$ cat src/rtl/sbase_pgcb_n_if.sv
// sbase_pgcb_n_if: sequencer/pulse-generator handshake bundle for sbase_pgcb_n
interface sbase_pgcb_n_if #(parameter int CNT_W = 8);
  logic             trg_one;
  logic             rdy_in;
  logic             fb;
  logic             mode;
  logic [CNT_W-1:0] target;
  logic             abort;
  logic [CNT_W-1:0] q;
  logic             pout_one;
  logic             rdy;
  logic             done;
  logic [1:0]       stat;
  modport master (
    output trg_one, rdy_in, fb, mode, target, abort,
    input  q, pout_one, rdy, done, stat
  );
  modport slave (
    input  trg_one, rdy_in, fb, mode, target, abort,
    output q, pout_one, rdy, done, stat
  );
endinterface

$ cat src/rtl/sbase_pgcb_n.sv
// sbase_pgcb_n: counted/free-run step pulse controller; watchdog built only with SBASE_PGCB_TIMEOUT_EN
module sbase_pgcb_n #(
  parameter int CNT_W     = 8,
  parameter int TO_CYCLES = 1024
) (
  input logic          CLK,
  input logic          R,
  sbase_pgcb_n_if.slave b
);
  typedef enum logic {IDLE, RUN} state_t;
  state_t           state, state_d;
  logic             s0, s1, pos, go, zero_go, to_hit, stop;
  logic             md, md_d, pout_d, done_d;
  logic [CNT_W-1:0] tgt, tgt_d, q_d;
  logic [1:0]       stat_d;
  if (CNT_W < 2 || TO_CYCLES < 1) begin : g_bad_param
    $error("sbase_pgcb_n: CNT_W must be >= 2 and TO_CYCLES >= 1");
  end
  assign pos     = s0 & ~s1;
  assign go      = state == IDLE && b.trg_one && b.rdy_in && !b.abort;
  assign zero_go = b.mode && b.target == '0;
  assign stop    = b.abort || to_hit || (pos && (b.fb || (md && b.q == tgt)));
  assign b.rdy   = state == IDLE;
`ifdef SBASE_PGCB_TIMEOUT_EN
  localparam int WD_W = $clog2(TO_CYCLES + 1);
  logic [WD_W-1:0] wd;
  // wd counts RUN edges since the last pulse; it hits the limit on the TO_CYCLES-th edge
  assign to_hit = state == RUN && wd == WD_W'(TO_CYCLES - 1);
  always_ff @(posedge CLK)
    if (R || state != RUN || pout_d) wd <= '0;
    else wd <= wd + 1'b1;
`else
  assign to_hit = 1'b0;
`endif
  always_ff @(posedge CLK)
    if (R) begin
      state      <= IDLE;
      s0         <= 1'b0;
      s1         <= 1'b0;
      md         <= 1'b0;
      tgt        <= '0;
      b.q        <= '0;
      b.pout_one <= 1'b0;
      b.done     <= 1'b0;
      b.stat     <= 2'b00;
    end else begin
      state      <= state_d;
      s0         <= b.rdy_in;
      s1         <= s0;
      md         <= md_d;
      tgt        <= tgt_d;
      b.q        <= q_d;
      b.pout_one <= pout_d;
      b.done     <= done_d;
      b.stat     <= stat_d;
    end
  always_comb
    state_d = state == IDLE ? (go && !zero_go ? RUN : IDLE) : (stop ? IDLE : RUN);
  always_comb begin
    q_d    = b.q;
    pout_d = 1'b0;
    done_d = 1'b0;
    stat_d = b.stat;
    tgt_d  = tgt;
    md_d   = md;
    if (state == IDLE) begin
      if (go) begin
        q_d    = zero_go ? '0 : CNT_W'(1);
        pout_d = !zero_go;
        done_d = zero_go;
        stat_d = 2'b00;
        tgt_d  = b.target;
        md_d   = b.mode;
      end
    end else if (b.abort) begin
      done_d = 1'b1;
      stat_d = 2'b10;
    end else if (to_hit) begin
      done_d = 1'b1;
      stat_d = 2'b11;
    end else if (pos) begin
      done_d = b.fb || (md && b.q == tgt);
      stat_d = b.fb ? 2'b01 : 2'b00;
      pout_d = !done_d;
      q_d    = done_d ? b.q : b.q + 1'b1;
    end
  end
endmodule

$ cat src/flat_wrapper.sv
// flat-port wrapper written by rule: the top's interface ports become plain ports
module sbase_pgcb_n_flat 
#(
  parameter int CNT_W     = 8,
  parameter int TO_CYCLES = 1024
)
  (CLK, R, b_trg_one, b_rdy_in, b_fb, b_mode, b_target, b_abort, b_q, b_pout_one, b_rdy, b_done, b_stat);
  sbase_pgcb_n_if #(.CNT_W(CNT_W)) b_i ();
  input logic CLK;
  input logic R;
  input wire logic [$bits(b_i.trg_one)-1:0] b_trg_one;
  input wire logic [$bits(b_i.rdy_in)-1:0] b_rdy_in;
  input wire logic [$bits(b_i.fb)-1:0] b_fb;
  input wire logic [$bits(b_i.mode)-1:0] b_mode;
  input wire logic [$bits(b_i.target)-1:0] b_target;
  input wire logic [$bits(b_i.abort)-1:0] b_abort;
  output wire logic [$bits(b_i.q)-1:0] b_q;
  output wire logic [$bits(b_i.pout_one)-1:0] b_pout_one;
  output wire logic [$bits(b_i.rdy)-1:0] b_rdy;
  output wire logic [$bits(b_i.done)-1:0] b_done;
  output wire logic [$bits(b_i.stat)-1:0] b_stat;
  assign b_i.trg_one = b_trg_one;
  assign b_i.rdy_in = b_rdy_in;
  assign b_i.fb = b_fb;
  assign b_i.mode = b_mode;
  assign b_i.target = b_target;
  assign b_i.abort = b_abort;
  assign b_q = b_i.q;
  assign b_pout_one = b_i.pout_one;
  assign b_rdy = b_i.rdy;
  assign b_done = b_i.done;
  assign b_stat = b_i.stat;
  sbase_pgcb_n #(.CNT_W(CNT_W), .TO_CYCLES(TO_CYCLES)) u_core (.CLK(CLK), .R(R), .b(b_i));
endmodule
$ cat config.mk
export PLATFORM = sky130hd
export DESIGN_NAME = sbase_pgcb_n_flat
export DESIGN_NICKNAME = d
export VERILOG_FILES = /design/src/rtl/sbase_pgcb_n_if.sv /design/src/rtl/sbase_pgcb_n.sv /design/src/flat_wrapper.sv
export SDC_FILE = /design/constraint.sdc
export NUM_CORES = 1
export LEC_CHECK = 0
export BUFFER_PORTS_ARGS = -buffer_cell sky130_fd_sc_hd__buf_4
export CORE_ASPECT_RATIO = 0.7
export CORE_MARGIN = 4
export CORE_UTILIZATION = 45
export DETAILED_ROUTE_END_ITERATION = 8
export PLACE_DENSITY = 0.77
export SLEW_MARGIN = 20
export SYNTH_ARGS = -nofsm -noshare
export SYNTH_HDL_FRONTEND = slang
export SYNTH_SLANG_ARGS = --single-unit
$ cat constraint.sdc
create_clock -name CLK -period 3.3 [get_ports CLK]
set_input_delay 0.33 -clock CLK [delete_from_list [all_inputs] [get_ports CLK]]
set_output_delay 0.33 -clock CLK [all_outputs]
set_load 0.1 [all_outputs]
==> impl_metrics.yaml <==
routing:
  first_pass_iters: 5
  remaining_drc_errors: 0
  vias: 1058
  drt_iter0_drc: 70
  viasPerCell: 5.45
  drt_wl_total_mm: 2.54
  wl_per_cell_um: 13.1
  drtAntennaViolNets: 0
critical_path:
  critical_path.endpoint_type: "flip-flop"
  ff2ff_path_depth: 5
  crit_family: "simple AND/OR/NAND/NOR gates"
  crit_fanout: 16
  worstPathCellList: "nand2b_1 -> nor3b_4 -> o31ai_4 -> or3_1 -> a31oi_1"
  critPathRequiredTime_ps: 3570
  cpMaxStageDelayCell: "dfxtp_1"
  worst-path-stages: 5
  crit_buf_inv: 0
  max_stage_delay_ps: 660
  crit_type: "reg -> reg"
  worstPathArrival_ps: 2250
  startpoint_type: "flip-flop"
sta:
  finalSetupViolations: 0
  fin_skew_ps: 18.0
  finalCritPeriodShare_pct: 60.0
  final_max_slew_viol_count: 0
  final_hold_viol_count: 0
  setup_tns_ps: 0
  rsz0062_at_grt: "no"
  worst_slew_pin_slew_ps: 795
  slew_headroom_pct: 46.8
  max_freq_ghz: 0.505
  period_minus_slack_ps: 1980
  fin_ws_ps: 1320
cts:
  cts_tree: "done"
  ctsHoldBuffers: 0
  worstSkewPairLatency_ps: 330
  cts_setup_buffers: 0
  cts_resized: 0
  clock_tree.root_cell: "clkbuf_4"
  cts.path.max_buffers: 2
  htreeDepth: 1
  cts_made_buffers: 3
  clk_pin_slew_worst_paths_ps: 140
  numClockSinks: 24
placement:
  pre_cts_slack_ps: 1430
  post-dp-hpwl_mm: 1.90
  gp_congestion: 0.783
  numPortBuffers: 27
final_layout:
  final_cell_mix: "buf_4 (27), dfxtp_1 (24), nand2_1 (22)"
  layout_commonest_cell: "buf_4"
  antennaDiodeCount: 0
  fill_cells: 234
  final_nets: 177
  layout-drive-gt1-share_pct: 23.1
  areaGrowthSynthToFinish_pct: 21.4
floorplan:
  core_area_sq_um: 2440
  dieWidth_um: 68.4
  io_pins: 28
  die_height_um: 50.2
  fp.dieArea_sq_um: 3430
  core.rowCount: 15
  start_util_pct: 47.0
global_route:
  antenna_found_initial: 0
  grt_overflow: 0
  grt_usage_pct: 16.0
  grt_pass1_wl_mm: 4.16
  grt_max_degree: 26
  grt_pass1_vias: 966
synthesis:
  ys_warn_count: 0
  avgSynthCellArea_sq_um: 8.44
  syn-cell-area_sq_um: 1150
  synth_cell_type_count: 34
  synth_ff_type: "dfxtp_1"
  synth_edf_count: 0
  async_reset_ff_share_pct: 0
  syn_inst: 136
  synth_fp_nets: 152
  seq_area_frac_synth_pct: 41.9
  ys_ff_latch: 24
power:
  p_leak_nw: 0.477
  total_power_uw: 527
  ir_drop_mv: 0.152
  powerDensity_nw_per_um2: 378
job:
  cap_violations: 0
hold_path:
  hold_path.class: "in -> reg"
  whs_path_depth: 3
run_status:
  outcome: "finished clean"
-- where the power goes --
| group | switching [mW] | total (mW) | internal, mW | leakage (nW) |
|---|---|---|---|---|
| combinational | 0.0419 | 0.0666 | 0.0247 | 0.262 |
| sequential | 0.00623 | 0.303 | 0.297 | 0.195 |
| clock | 0.0900 | 0.158 | 0.0676 | 0.0210 |
-- layer usage --
metal  global-route usage, %  routed length [um]  up-vias
met5                       0                   0        -
met4                    4.95                  51        0
met3                    5.82                 209        6
met2                    25.8                1150       44
met1                    19.6                1130      476
li1                        -                   -      532
-- flip-flops by register name (all words and copies together) (netlist names) --
register and cells:
u_core.s1 1, u_core.b.done 1, u_core.tgt 8, u_core.md 1, u_core.state 1, u_core.b.q 8
u_core.s0 1, u_core.b.stat 2, u_core.b.pout_one 1
-- cells in the mapped netlist (2+ instances only) --
| master | n | area (sq um) |
|---|---|---|
| nor2b_1 | 2 | 12.5 |
| or3_1 | 7 | 43.8 |
| a31oi_1 | 5 | 31.3 |
| inv_1 | 2 | 7.51 |
| dfxtp_1 | 24 | 480 |
| nand3_1 | 17 | 85.1 |
| xnor2_1 | 8 | 70.1 |
| nand2b_1 | 2 | 12.5 |
| nor2_1 | 3 | 11.3 |
| nand4_1 | 3 | 18.8 |
| clkbuf_1 | 4 | 15.0 |
| nand2_1 | 22 | 82.6 |
| a21oi_1 | 15 | 75.1 |
| buf_2 | 2 | 10.0 |
-- final cells by class --
type                       count  area, sq um  area share (%)
clock buffer                   4         36.3            2.61
tap                           34         42.5            3.05
sequential                    24          480            34.5
timing repair buffer          27          203            14.6
multi-input combinational    102          619            44.5
inverter                       3         11.3           0.809
-- path summary, 6_finish.rpt --
kind / start / end / slack (ps)
worst max register to register: u_core.state$_SDFF_PP0_ / u_core.b.q[7]$_SDFFE_PP0P_ / 1320
worst min register to register: u_core.md$_SDFFE_PP0P_ / u_core.md$_SDFFE_PP0P_ / 470
worst min-delay path: b_abort / u_core.b.stat[1]$_SDFFE_PP0P_ / 240
worst max-delay path: u_core.state$_SDFF_PP0_ / u_core.b.q[7]$_SDFFE_PP0P_ / 1320
-- stage by stage --
stage / instances / hold WS (ps) / utilization, % / area (sq um)
2_1_floorplan: 136 / 431 / - / 1150
3_3_place_gp: 190 / 450 / 55.6 / 1360
3_5_place_dp: 190 / 457 / 55.6 / 1360
4_1_cts: 194 / 241 / 57.1 / 1390
5_1_grt: 194 / 246 / 57.1 / 1390
6_report: 194 / 237 / 57.1 / 1390
-- kinds of logic (layout without fill, tap and decap cells) --
kind of cell	count (synthesis)	after routing	share of synthesized area [%]
and+or+nand+nor	65	65	30.6
buffers and inverters	10	34	4.14
xor gates and xnor gates	8	8	6.11
DFF	24	24	41.9
adders and majority gates	1	1	1.09
AOI/OAI and AO/OA	28	28	16.1
-- worst reg2reg max path: stages, from the launching register on --
cell and delay [ps]:
dfxtp_1 660, nand2b_1 220, nor3b_4 290, o31ai_4 190, or3_1 390, a31oi_1 170
No activity file was read; power rests on OpenSTA's default activity.
